==> config.mk <==
export PLATFORM = sky130hd
export DESIGN_NAME = systolic_array_sequencer
export DESIGN_NICKNAME = d
export VERILOG_FILES = /design/src/rtl/systolic_array_sequencer.sv
export SDC_FILE = /design/constraint.sdc
export NUM_CORES = 1
export LEC_CHECK = 0
export CORE_MARGIN = 8
export CORE_UTILIZATION = 57
export CTS_CLUSTER_SIZE = 30
export DETAILED_ROUTE_END_ITERATION = 7
export PLACE_DENSITY = 0.86
export SLEW_MARGIN = 20
export SYNTH_ARGS = -nofsm -noshare
export SYNTH_HDL_FRONTEND = slang
export SYNTH_SLANG_ARGS = --single-unit
==> constraint.sdc <==
create_clock -name clk -period 8.5 [get_ports clk]
set_input_delay 1.7 -clock clk [delete_from_list [all_inputs] [get_ports clk]]
set_output_delay 1.7 -clock clk [all_outputs]
set_load 0.01 [all_outputs]
==> src/rtl/systolic_array_sequencer.sv <==
// Control sequencer for an N x N output-stationary systolic array: clears the PEs,
// skews operand/weight injection across rows and columns, drains, then pulses done.
module systolic_array_sequencer #(
    parameter int ARRAY_SIZE = 4,
    parameter int K_WIDTH    = 8
) (
    input  logic                          clk,
    input  logic                          rst_n,
    input  logic                          start_i,
    input  logic [K_WIDTH-1:0]            k_len_i,
    input  logic                          abort_i,
    output logic                          busy_o,
    output logic                          done_o,
    output logic                          accumulate_en_o,
    output logic [ARRAY_SIZE-1:0]         row_valid_o,
    output logic [ARRAY_SIZE*K_WIDTH-1:0] row_addr_o,
    output logic [ARRAY_SIZE-1:0]         col_valid_o,
    output logic [ARRAY_SIZE*K_WIDTH-1:0] col_addr_o
);

    localparam int N  = ARRAY_SIZE;
    localparam int CW = K_WIDTH + 1;
    localparam int EW = K_WIDTH + 2;

    typedef enum logic [2:0] {IDLE, CLEAR, FEED, DRAIN, DONE} state_t;

    state_t                 state_q, state_d;
    logic [CW-1:0]          cnt_q, cnt_d;
    logic [K_WIDTH-1:0]     k_q, k_d;
    logic                   busy_q, busy_d;
    logic                   done_q, done_d;
    logic                   acc_q, acc_d;
    logic [N-1:0]           valid_q, valid_d;
    logic [N*K_WIDTH-1:0]   addr_q, addr_d;
    logic [EW-1:0]          f_ext;
    logic                   feed_last;

    always_ff @(posedge clk or negedge rst_n) begin
        if (!rst_n) begin
            state_q <= IDLE;
            cnt_q   <= '0;
            k_q     <= '0;
            busy_q  <= 1'b0;
            done_q  <= 1'b0;
            acc_q   <= 1'b0;
            valid_q <= '0;
            addr_q  <= '0;
        end else begin
            state_q <= state_d;
            cnt_q   <= cnt_d;
            k_q     <= k_d;
            busy_q  <= busy_d;
            done_q  <= done_d;
            acc_q   <= acc_d;
            valid_q <= valid_d;
            addr_q  <= addr_d;
        end
    end

    // Outputs are derived from the next state so every output is a flop that
    // reflects the state the sequencer is entering on this edge.
    always_comb begin
        state_d   = state_q;
        cnt_d     = cnt_q;
        k_d       = k_q;
        feed_last = (EW'(cnt_q) == EW'(k_q) + EW'(N - 2));

        case (state_q)
            IDLE: begin
                cnt_d = '0;
                if (start_i) begin
                    if (k_len_i != '0) begin
                        k_d     = k_len_i;
                        state_d = CLEAR;
                    end else begin
                        state_d = DONE;
                    end
                end
            end
            CLEAR: begin
                cnt_d   = '0;
                state_d = abort_i ? IDLE : FEED;
            end
            FEED: begin
                if (abort_i) begin
                    state_d = IDLE;
                    cnt_d   = '0;
                end else if (feed_last) begin
                    state_d = DRAIN;
                    cnt_d   = '0;
                end else begin
                    cnt_d = cnt_q + 1'b1;
                end
            end
            DRAIN: begin
                if (abort_i) begin
                    state_d = IDLE;
                    cnt_d   = '0;
                end else if (cnt_q == CW'(N - 1)) begin
                    state_d = DONE;
                    cnt_d   = '0;
                end else begin
                    cnt_d = cnt_q + 1'b1;
                end
            end
            DONE: begin
                state_d = IDLE;
                cnt_d   = '0;
            end
            default: begin
                state_d = IDLE;
                cnt_d   = '0;
            end
        endcase

        busy_d  = (state_d != IDLE);
        done_d  = (state_d == DONE);
        acc_d   = (state_d == FEED) || (state_d == DRAIN);
        valid_d = '0;
        addr_d  = '0;
        f_ext   = EW'(cnt_d);

        // Row r and column r see the same skewed window, lagging by r cycles.
        if (state_d == FEED) begin
            for (int r = 0; r < N; r++) begin
                if (f_ext >= EW'(r) && f_ext < EW'(r) + EW'(k_d)) begin
                    valid_d[r]                    = 1'b1;
                    addr_d[r*K_WIDTH +: K_WIDTH]  = K_WIDTH'(f_ext - EW'(r));
                end
            end
        end
    end

    assign busy_o          = busy_q;
    assign done_o          = done_q;
    assign accumulate_en_o = acc_q;
    assign row_valid_o     = valid_q;
    assign row_addr_o      = addr_q;
    assign col_valid_o     = valid_q;
    assign col_addr_o      = addr_q;

endmodule

==> impl_metrics.csv, run 1 <==
group,metric,value,unit
global_route,grt_first_pass_wirelength,18500,um
worst_setup_path,worstPathRequired,8770,ps
sta,worst_slack,2070,ps
yosys,async_flop_share,1.00,
worst_setup_path,criticalPathCategory,"input pin to flop",
clock_network,cts_tree,"built",
drt,drt-total-wl,11400,um
die,rows,32,
placed_design,gp_congestion,0.912,
yosys,syn-num-nets,530,
run_status,status,"finished, final reports clean",
sta,final.setup.tns,0,ps
clock_network,root_buffer,"clkbuf_8",
cells_and_area,multi_input_area,2540,um2
sta,relSlewSlack,0.418,
sta,slew_violations,0,
yosys,synth.avg_cell_area,9.55,um2
worst_setup_path,r2r_start,"cnt_q[0]",
sta,final.min_clock_period,6430,ps
global_route,overflow,0,
worst_setup_path,critPathTopFamily,"compound AO/OA/AOI/OAI gates",
drt,dr.first_iter.drc_count,236,
clock_network,holdBufCountCts,0,
global_route,grt_use_total,0.206,
sta,rsz0062_at_grt,"no",
drt,vias,3736,
die,initial_core_util,0.590,
clock_network,postCtsSetupBuffers,0,
drt,antenna_left,0,
cells_and_area,fin_nets,573,
power_and_ir_drop,p_leak,2.33,nW
hold_path,hp-class,"flop to flop",
worst_setup_path,slowest_stage,"o21ai_1",
die,die_y,105,um
cells_and_area,num_antenna_cells,0,
cells_and_area,final_layout_size_suffix_gt1_frac,0.112,
yosys,yosys_warnings,0,
clock_network,cts_buffer_depth,2,
clock_network,clkLatencyLatePin,350,ps
sta,fin_skew,9.61,ps
die,die_area,11100,um2
global_route,grt_max_degree,60,
clock_network,numCtsBuffers,9,
sta,worst_pin_slew,867,ps
worst_setup_path,cp_cell_sequence,"clkdlybuf4s50_1 > or4_1 > o21ai_1 > mux2i_1 > inv_1 > nand2_1 > nor4_1 > nand2_1 > ha_1 > nand2_1 > nor2_1 > nand3_1 > o211ai_1 > a211o_1 > a311o_1 > a21oi_2",
placed_design,port_buffers,86,
worst_setup_path,crit_path_end_kind,"flop",
die,fp.dieW,105,um
yosys,syn_inst,477,
global_route,grt_pass1_vias,3671,
hold_path,min_from,"state_q[0]",
run,max_cap_viol_count,0,
die,boundaryPins,87,
drt,firstDrtPassIters,5,
placed_design,place_hpwl,8710,um
sta,fmax,156,MHz
yosys,synthesis.area,4560,um2
drt,drt-wirelength-per-cell,18.1,um
worst_setup_path,cp_common_cell,"nand2_1",
sta,hold_viol,0,
hold_path,hold_end,"accumulate_en_o",
yosys,synthFlopType,"dfrtp_1",
drt,vias_per_cell,5.96,
placed_design,place_inst,611,
power_and_ir_drop,peakVddDrop,0.127,mV
drt,drc,0,
yosys,synth_edf_count,0,
clock_network,cts_resized,0,
worst_setup_path,start_kind,"input pin",
placed_design,post-place-ws,1820,ps
cells_and_area,syn_to_final_growth,15.5,%
worst_setup_path,r2r_end,"col_addr_o[22]",
hold_path,holdPathStages,1,
cells_and_area,ff_latch_area,1480,um2
worst_setup_path,slowest_delay,720,ps
yosys,synth_seq_cells,59,
sta,holdWs,622,ps
clock_network,cts_max_level,3,
die,core,7730,um2
worst_setup_path,reg2reg_slack,3400,ps
global_route,antenna_found_initial,0,
worst_setup_path,cp_max_fo,12,
yosys,synth_cell_type_count,76,
worst_setup_path,cp_num_buf_inv,2,
cells_and_area,layoutNonFillerInstCount,627,
power_and_ir_drop,power_density,164,nW/um2
sta,fin_crit_sh,0.757,
sta,setup_viol,0,
cells_and_area,fillers,603,
clock_network,clk_pin_slew,70,ps
worst_setup_path,reg2reg_depth,14,
worst_setup_path,worst_ep_arrival_time,6700,ps
clock_network,clock-sinks,59,
yosys,ys_seq_area_frac,0.324,
cells_and_area,post-route-util,0.681,
## cell families (layout without fill, tap and decap cells)
| group | after synthesis | after routing | share of synthesized area |
|---|---|---|---|
| adder cells (fa/ha/maj) | 42 | 42 | 0.115 |
| AND/OR/NAND/NOR | 152 | 152 | 0.192 |
| XOR/XNOR | 54 | 54 | 0.104 |
| AO/OA/AOI/OAI | 87 | 87 | 0.137 |
| buffers and inverters | 79 | 127 | 0.119 |
| flip-flops | 59 | 59 | 0.324 |
| multiplexers | 4 | 4 | 0.00879 |
## synth_stat cells, types with 7 or more instances
master,instances,area share
inv_1,19,0.016
nand4_1,7,0.0096
xnor2_1,37,0.071
o21ai_0,20,0.022
ha_1,41,0.11
dfrtp_1,59,0.32
nor3_1,13,0.014
a21oi_1,15,0.016
nand3_1,12,0.013
buf_4,38,0.063
buf_2,8,0.0088
nor2_1,42,0.035
xor2_1,17,0.033
nand2_1,23,0.019
## sequential cells by signal (all words and copies together) (netlist names)
register	count
busy_o	1
k_q	8
done_o	1
col_valid_o	4
state_q	3
cnt_q	9
accumulate_en_o	1
col_addr_o	32
## cell usage in the layout (no fill, tap or decap), drive strengths merged, types with 5 or more instances in the layout
| cell type | synthesis | layout |
|---|---|---|
| a21oi | 20 | 20 |
| clkbuf | 4 | 11 |
| xor2 | 17 | 17 |
| nand3 | 12 | 12 |
| ha | 41 | 41 |
| dfrtp | 59 | 59 |
| xnor2 | 37 | 37 |
| nand4 | 7 | 7 |
| inv | 23 | 23 |
| clkdlybuf4s50 | 0 | 85 |
| nor2 | 49 | 49 |
| nand2 | 25 | 25 |
| or3 | 5 | 5 |
| nor3 | 18 | 18 |
| nor4 | 8 | 8 |
| and2 | 5 | 5 |
| nand2b | 6 | 6 |
| o21ai | 22 | 22 |
## metrics by stage
step                power [mW]  cell area (um2)
floorplan                0.561             4560
detailed placement       0.644             5100
global placement         0.636             5100
CTS                      0.861             5260
global route             0.910             5260
finish                   0.863             5260
## report_power, final
group | leakage [nW] | internal (mW) | switching, mW
registers | 0.802 | 0.300 | 0.0260
clock network | 0.0791 | 0.104 | 0.112
logic | 1.45 | 0.132 | 0.190
total | 2.33 | 0.536 | 0.328
## routing by layer
metal  routed length [um]  global-route usage  up-vias
li1                     -                   -     1716
met1                 4440               0.239     1780
met2                 5600               0.351      203
met3                  996              0.0451       37
met4                  333               0.105        0
met5                    0                   0        -
## layout make-up
class	instances	area share
repair buffers	87	0.164
flip-flops and latches	59	0.281
multi-input cells	339	0.483
clock inverters	5	0.00571
inverters	24	0.0176
clock buffers	11	0.0250
well taps	102	0.0243
## worst max path at each step
stage                          start             end  slack (ps)  cells past startpoint
after floorplan           k_len_i[4]  col_addr_o[27]        3230                     17
after global placement    k_len_i[4]  col_addr_o[20]        1950                     16
after detailed placement  k_len_i[2]  col_addr_o[22]        1820                     16
after CTS                 k_len_i[4]  col_addr_o[22]        2170                     16
after global routing      k_len_i[2]  col_addr_o[22]        1760                     16
final                     k_len_i[4]  col_addr_o[22]        2070                     16
Note: power is estimated with default switching activity, not from simulation.
==> run 2, diff against run 1 <==
--- a/config.mk
+++ b/config.mk
@@ -6,10 +6,10 @@
 export NUM_CORES = 1
 export LEC_CHECK = 0
 export CORE_MARGIN = 8
-export CORE_UTILIZATION = 57
+export CORE_UTILIZATION = 53
 export CTS_CLUSTER_SIZE = 30
 export DETAILED_ROUTE_END_ITERATION = 7
-export PLACE_DENSITY = 0.86
+export PLACE_DENSITY = 0.81
 export SLEW_MARGIN = 20
 export SYNTH_ARGS = -nofsm -noshare
 export SYNTH_HDL_FRONTEND = slang
==> constraint.sdc (replaced) <==
create_clock -name clk -period 6.4 [get_ports clk]
set_input_delay 1.28 -clock clk [delete_from_list [all_inputs] [get_ports clk]]
set_output_delay 1.28 -clock clk [all_outputs]
set_load 0.01 [all_outputs]
==> run 2 against run 1 <==
Effect of this change:
- clock skew about the same
- design area grew 2.2%
- sequential power increased by 33%
- routed wire length is 3.2% higher
- register-to-register slack got worse by 1900 ps
- highest routed layer unchanged
==> impl_metrics.csv, run 2 (synthesis results as in run 1) <==
group,metric,value,unit
run_status,status,"finished, final reports clean",
die,boundaryPins,87,
cells_and_area,ff_latch_area,1480,um2
power_and_ir_drop,p_int,0.814,mW
hold_path,hp-class,"flop to flop",
power_and_ir_drop,clkPwrFrac,0.303,
clock_network,clock-sinks,59,
clock_network,holdBufCountCts,0,
worst_setup_path,crit_path_end_kind,"flop",
placed_design,place_inst,624,
global_route,use_met1,0.234,
sta,worst_pin_slew,866,ps
sta,rsz0062_at_grt,"no",
sta,worst_slack,686,ps
placed_design,post-place-ws,432,ps
placed_design,place_hpwl,8960,um
power_and_ir_drop,power_density,232,nW/um2
worst_setup_path,cp_max_fo,9,
clock_network,cts_resized,0,
global_route,overflow,0,
sta,hold_viol,0,
global_route,antenna_found_initial,0,
power_and_ir_drop,p_leak,2.40,nW
die,core,8510,um2
sta,setup_viol,0,
drt,drt-total-wl,11700,um
clock_network,cts_max_level,3,
run,max_cap_viol_count,0,
cells_and_area,largest_register_ffs,32,
placed_design,dpl_cell_area,5160,um2
die,die_y,109,um
cells_and_area,layoutNonFillerInstCount,638,
clock_network,cts_buffer_depth,2,
power_and_ir_drop,swShare,0.345,
drt,drt-wirelength-per-cell,18.4,um
sta,relSlewSlack,0.421,
worst_setup_path,worst_ep_arrival_time,5990,ps
power_and_ir_drop,p_sw,0.430,mW
cells_and_area,final_layout_size_suffix_gt1_frac,0.123,
sta,final.setup.tns,0,ps
cells_and_area,fin_nets,580,
power_and_ir_drop,power,1.24,mW
clock_network,clkLatencyLatePin,350,ps
global_route,grt_use_total,0.203,
worst_setup_path,criticalPathCategory,"input pin to flop",
sta,final.min_clock_period,5710,ps
cells_and_area,num_antenna_cells,0,
global_route,grt_max_degree,60,
drt,vias,3733,
die,fp.dieW,109,um
cells_and_area,multi_input_area,2540,um2
cells_and_area,syn_to_final_growth,18.0,%
drt,antenna_left,0,
clock_network,numCtsBuffers,9,
global_route,grt_pass1_vias,3718,
power_and_ir_drop,combPwrFrac,0.349,
drt,drc,0,
clock_network,root_buffer,"clkbuf_8",
placed_design,gp_congestion,0.951,
die,die_area,11800,um2
sta,fmax,175,MHz
global_route,grt_first_pass_wirelength,18600,um
drt,firstDrtPassIters,5,
cells_and_area,post-route-util,0.632,
global_route,grt.met2_usage,0.335,
power_and_ir_drop,p_seq_frac,0.348,
sta,holdWs,641,ps
power_and_ir_drop,peakVddDrop,0.134,mV
placed_design,port_buffers,86,
sta,slew_violations,0,
drt,vias_per_cell,5.85,
clock_network,clk_pin_slew,60,ps
global_route,use_met3,0.0461,
sta,fin_skew,9.69,ps
sta,fin_crit_sh,0.893,
die,initial_core_util,0.535,
global_route,grt-busiest-layer,"met2",
worst_setup_path,start_kind,"input pin",
clock_network,cts_tree,"built",
die,rows,34,
cells_and_area,layout_common_cells,"85 x clkdlybuf4s50_1, 59 x dfrtp_1, 42 x nor2_1, 41 x ha_1, 37 x xnor2_1",
cells_and_area,final_common_cell,"clkdlybuf4s50_1",
worst_setup_path,worstPathRequired,6670,ps
clock_network,postCtsSetupBuffers,0,
drt,dr.first_iter.drc_count,225,
cells_and_area,finalInstanceArea,5370,um2
cells_and_area,fillers,694,
run 2: cell count changes in the layout (fill, tap and decap cells not counted), sizes merged:
| cell | previous run | this run |
|---|---|---|
| buf | 2 | 9 |
| clkinv | 4 | 1 |
| bufinv | 0 | 2 |
| clkinvlp | 2 | 0 |
| clkbuf | 11 | 12 |
run 2: final cells by class:
cell class | count | share of cell area
Tap cell | 108 | 0.0251
Sequential cell | 59 | 0.275
Clock inverter | 2 | 0.0112
Inverter | 24 | 0.0172
Clock buffer | 12 | 0.0289
Timing Repair Buffer | 94 | 0.170
Multi-Input combinational cell | 339 | 0.472
run 2: worst max-delay path: stages:
cell,delay (ps)
clkdlybuf4s50_1,500
or4_1,560
o21ai_1,300
buf_4,230
mux2i_1,450
inv_1,190
ha_1,250
a21oi_1,250
nor2_1,90
xnor2_1,130
ha_1,310
nor2b_1,130
o21ai_0,250
nand3_1,130
a311o_1,350
a211o_1,410
nor2_1,180
run 2: layer usage:
metal | wire, um | part of all wire
met1 | 4600 | 0.39
met2 | 5620 | 0.48
met3 | 1010 | 0.086
met4 | 496 | 0.042
met5 | 0 | 0
run 2: final timing paths:
path	startpoint	end	slack [ps]	cells after the start
min reg2reg	state_q[0]	accumulate_en_o	640	1
max reg2reg	cnt_q[0]	col_addr_o[30]	1490	14
max in group asynchronous	rst_n	col_addr_o[16]	4820	2
max	k_len_i[2]	col_addr_o[30]	690	17
min	state_q[0]	accumulate_en_o	640	1
min in group asynchronous	rst_n	k_q[7]	1040	2
run 2: power groups by stage:
stage	combinational (mW)	sequential [mW]	clock, mW
6_report	0.434	0.433	0.377
3_3_place_gp	0.415	0.437	0
2_1_floorplan	0.315	0.430	0
3_5_place_dp	0.425	0.438	0
4_1_cts	0.430	0.431	0.381
5_1_grt	0.480	0.435	0.401
==> run 3, diff against run 2 <==
--- a/config.mk
+++ b/config.mk
@@ -5,6 +5,7 @@
 export SDC_FILE = /design/constraint.sdc
 export NUM_CORES = 1
 export LEC_CHECK = 0
+export ABC_AREA = 1
 export CORE_MARGIN = 8
 export CORE_UTILIZATION = 53
 export CTS_CLUSTER_SIZE = 30
==> run 3 against run 2 <==
Effect of this change:
- clock power fell by 14%
- utilization rose by 0.93 points
- synthesized cell count rose by 17%
- design area rose by 2.5%
- setup slack improved by 1000 ps
- routed wire length fell by 2.3%
- sequential cell count did not move
- first-iteration DRC count fell by 9.3%
- critical path type unchanged
==> impl_metrics.csv, run 3 <==
group,metric,value,unit
sta,hold_viol,0,
drt,drc,0,
die,fp.dieW,109,um
die,die_y,109,um
drt,antenna_left,0,
cells_and_area,syn_to_final_growth,19.1,%
cells_and_area,fin_nets,671,
sta,setup_viol,0,
drt,drt-wirelength-per-cell,15.7,um
yosys,yosys_warnings,0,
cells_and_area,final_common_cell,"nand2_1",
yosys,netlist_top_cells_area,"dfrtp_1 32%, ha_1 11%, nand2_1 8.4%",
worst_setup_path,worst_ep_arrival_time,4960,ps
cells_and_area,fillers,718,
global_route,grt_max_degree,60,
yosys,synth_top_area_cell,"dfrtp_1",
yosys,synth_seq_cells,59,
cells_and_area,post-route-util,0.641,
yosys,ys_seq_area_frac,0.319,
drt,dr.first_iter.drc_count,204,
die,rows,34,
placed_design,port_buffers,86,
drt,firstDrtPassIters,5,
sta,fin_skew,12.1,ps
cells_and_area,largest_register_ffs,32,
clock_network,clkLatencyLatePin,340,ps
cells_and_area,final_layout_size_suffix_gt1_frac,0.205,
yosys,syn_inst,558,
yosys,synth_cell_type_count,46,
drt,vias_per_cell,5.19,
run,max_cap_viol_count,0,
yosys,yosys.cell_count.top_type,"nand2_1",
worst_setup_path,cp_max_fo,9,
cells_and_area,layout_common_cells,"103 x nand2_1, 85 x clkdlybuf4s50_1, 68 x inv_1, 59 x dfrtp_1, 41 x ha_1",
clock_network,cts_tree,"built",
power_and_ir_drop,p_leak,2.90,nW
global_route,grt_use_total,0.197,
drt,wl_met2,5910,um
global_route,grt_pass1_vias,3781,
sta,slew_violations,0,
sta,holdWs,678,ps
die,die_area,12000,um2
placed_design,place_hpwl,9030,um
worst_setup_path,reg2reg_depth,20,
worst_setup_path,start_kind,"input pin",
clock_network,clk_pin_slew,70,ps
drt,maxUsedRoutingLayer,"met4",
placed_design,gp_congestion,0.979,
clock_network,cts_resized,0,
hold_path,holdPathStages,3,
yosys,syn-num-nets,611,
run_status,status,"finished, final reports clean",
drt,vias,3793,
sta,relSlewSlack,0.410,
cells_and_area,num_antenna_cells,0,
drt,wl_met1,4490,um
global_route,overflow,0,
sta,rsz0062_at_grt,"no",
sta,fmax,213,MHz
global_route,antenna_found_initial,0,
drt,drt-total-wl,11500,um
clock_network,numCtsBuffers,9,
die,core,8590,um2
clock_network,postCtsSetupBuffers,0,
power_and_ir_drop,power_density,319,nW/um2
yosys,synth.avg_cell_area,8.29,um2
die,boundaryPins,87,
sta,final.min_clock_period,4690,ps
yosys,async_flop_share,1.00,
yosys,synthFlopType,"dfrtp_1",
sta,worst_pin_slew,882,ps
yosys,synthesis.area,4630,um2
yosys,post-synth-top-area-fraction,0.319,
global_route,grt_first_pass_wirelength,18500,um
worst_setup_path,worstPathRequired,6670,ps
power_and_ir_drop,peakVddDrop,0.182,mV
die,initial_core_util,0.538,
clock_network,cts_buffer_depth,2,
sta,final.setup.tns,0,ps
yosys,synth_edf_count,0,
clock_network,cts_max_level,3,
hold_path,hp-class,"flop to flop",
worst_setup_path,crit_path_end_kind,"flop",
clock_network,root_buffer,"clkbuf_8",
sta,fin_crit_sh,0.732,
clock_network,clock-sinks,59,
drt,route.met3.wl,885,um
yosys,synth_top_cells_by_count,"103 x nand2_1, 68 x inv_1, 59 x dfrtp_1, 41 x ha_1",
worst_setup_path,criticalPathCategory,"input pin to flop",
clock_network,holdBufCountCts,0,
-- run 3: final cells by class --
| type | instances | area [um2] | area share |
|---|---|---|---|
| clock inverters | 5 | 53.8 | 0.00977 |
| inverters | 92 | 349 | 0.0634 |
| flip-flops and latches | 59 | 1480 | 0.268 |
| clock buffers | 11 | 131 | 0.0239 |
| multi-input cells | 369 | 2500 | 0.454 |
| well taps | 108 | 135 | 0.0245 |
| repair buffers | 87 | 863 | 0.157 |
-- run 3: cells by family (layout without fill, tap and decap cells) --
kind of cell	count (synthesis)	after routing	synth area share
AO/OA/AOI/OAI	40	40	0.0628
XOR/XNOR	31	31	0.0587
adder cells (fa/ha/maj)	41	41	0.111
buffers and inverters	130	195	0.141
flip-flops	59	59	0.319
AND/OR/NAND/NOR	257	257	0.308
-- run 3: routing by layer --
metal / vias to the layer above / GRT usage
li1: 1846 / -
met1: 1791 / 0.231
met2: 139 / 0.350
met3: 17 / 0.0445
met4: 0 / 0.0617
met5: - / 0
-- run 3: path summary, 6_finish.rpt --
path,start,end,slack [ps]
setup / recovery,k_len_i[0],col_addr_o[31],1710
hold / removal,state_q[2],accumulate_en_o,680
setup reg to reg,cnt_q[0],col_addr_o[31],2510
hold reg to reg,state_q[2],accumulate_en_o,680
max in group asynchronous,rst_n,cnt_q[1],4820
min in group asynchronous,rst_n,col_addr_o[16],1090
-- run 3: stage by stage --
stage	setup slack, ps	total power [mW]	std cells	cell area [um2]
6_report	1710	1.76	731	5510
5_1_grt	1380	1.90	731	5510
4_1_cts	1690	1.76	731	5510
2_1_floorplan	2370	1.18	558	4630
3_5_place_dp	1410	1.42	715	5320
3_3_place_gp	1650	1.40	715	5320
-- run 3: power breakdown --
group | total, mW | internal [mW] | switching, mW
Clock | 0.326 | 0.179 | 0.148
Combinational | 0.956 | 0.339 | 0.617
Sequential | 0.476 | 0.426 | 0.0497
-- run 3: worst max-delay path, cell delays in order --
cell and delay (ps):
clkdlybuf4s50_1 390, inv_1 100, nand2_1 60, nor3_1 160, nand2_1 150, nand2_2 200
inv_1 130, o22ai_1 420, inv_1 210, ha_1 250, a21oi_1 220, nor2_1 90
nand2_1 80, xor2_1 150, ha_1 250, inv_1 70, nor2_1 40, nor2_1 90
nor2_1 50, nor3_1 220, nand2_2 80, clkinv_2 80, nand2_8 90, nor2_2 90
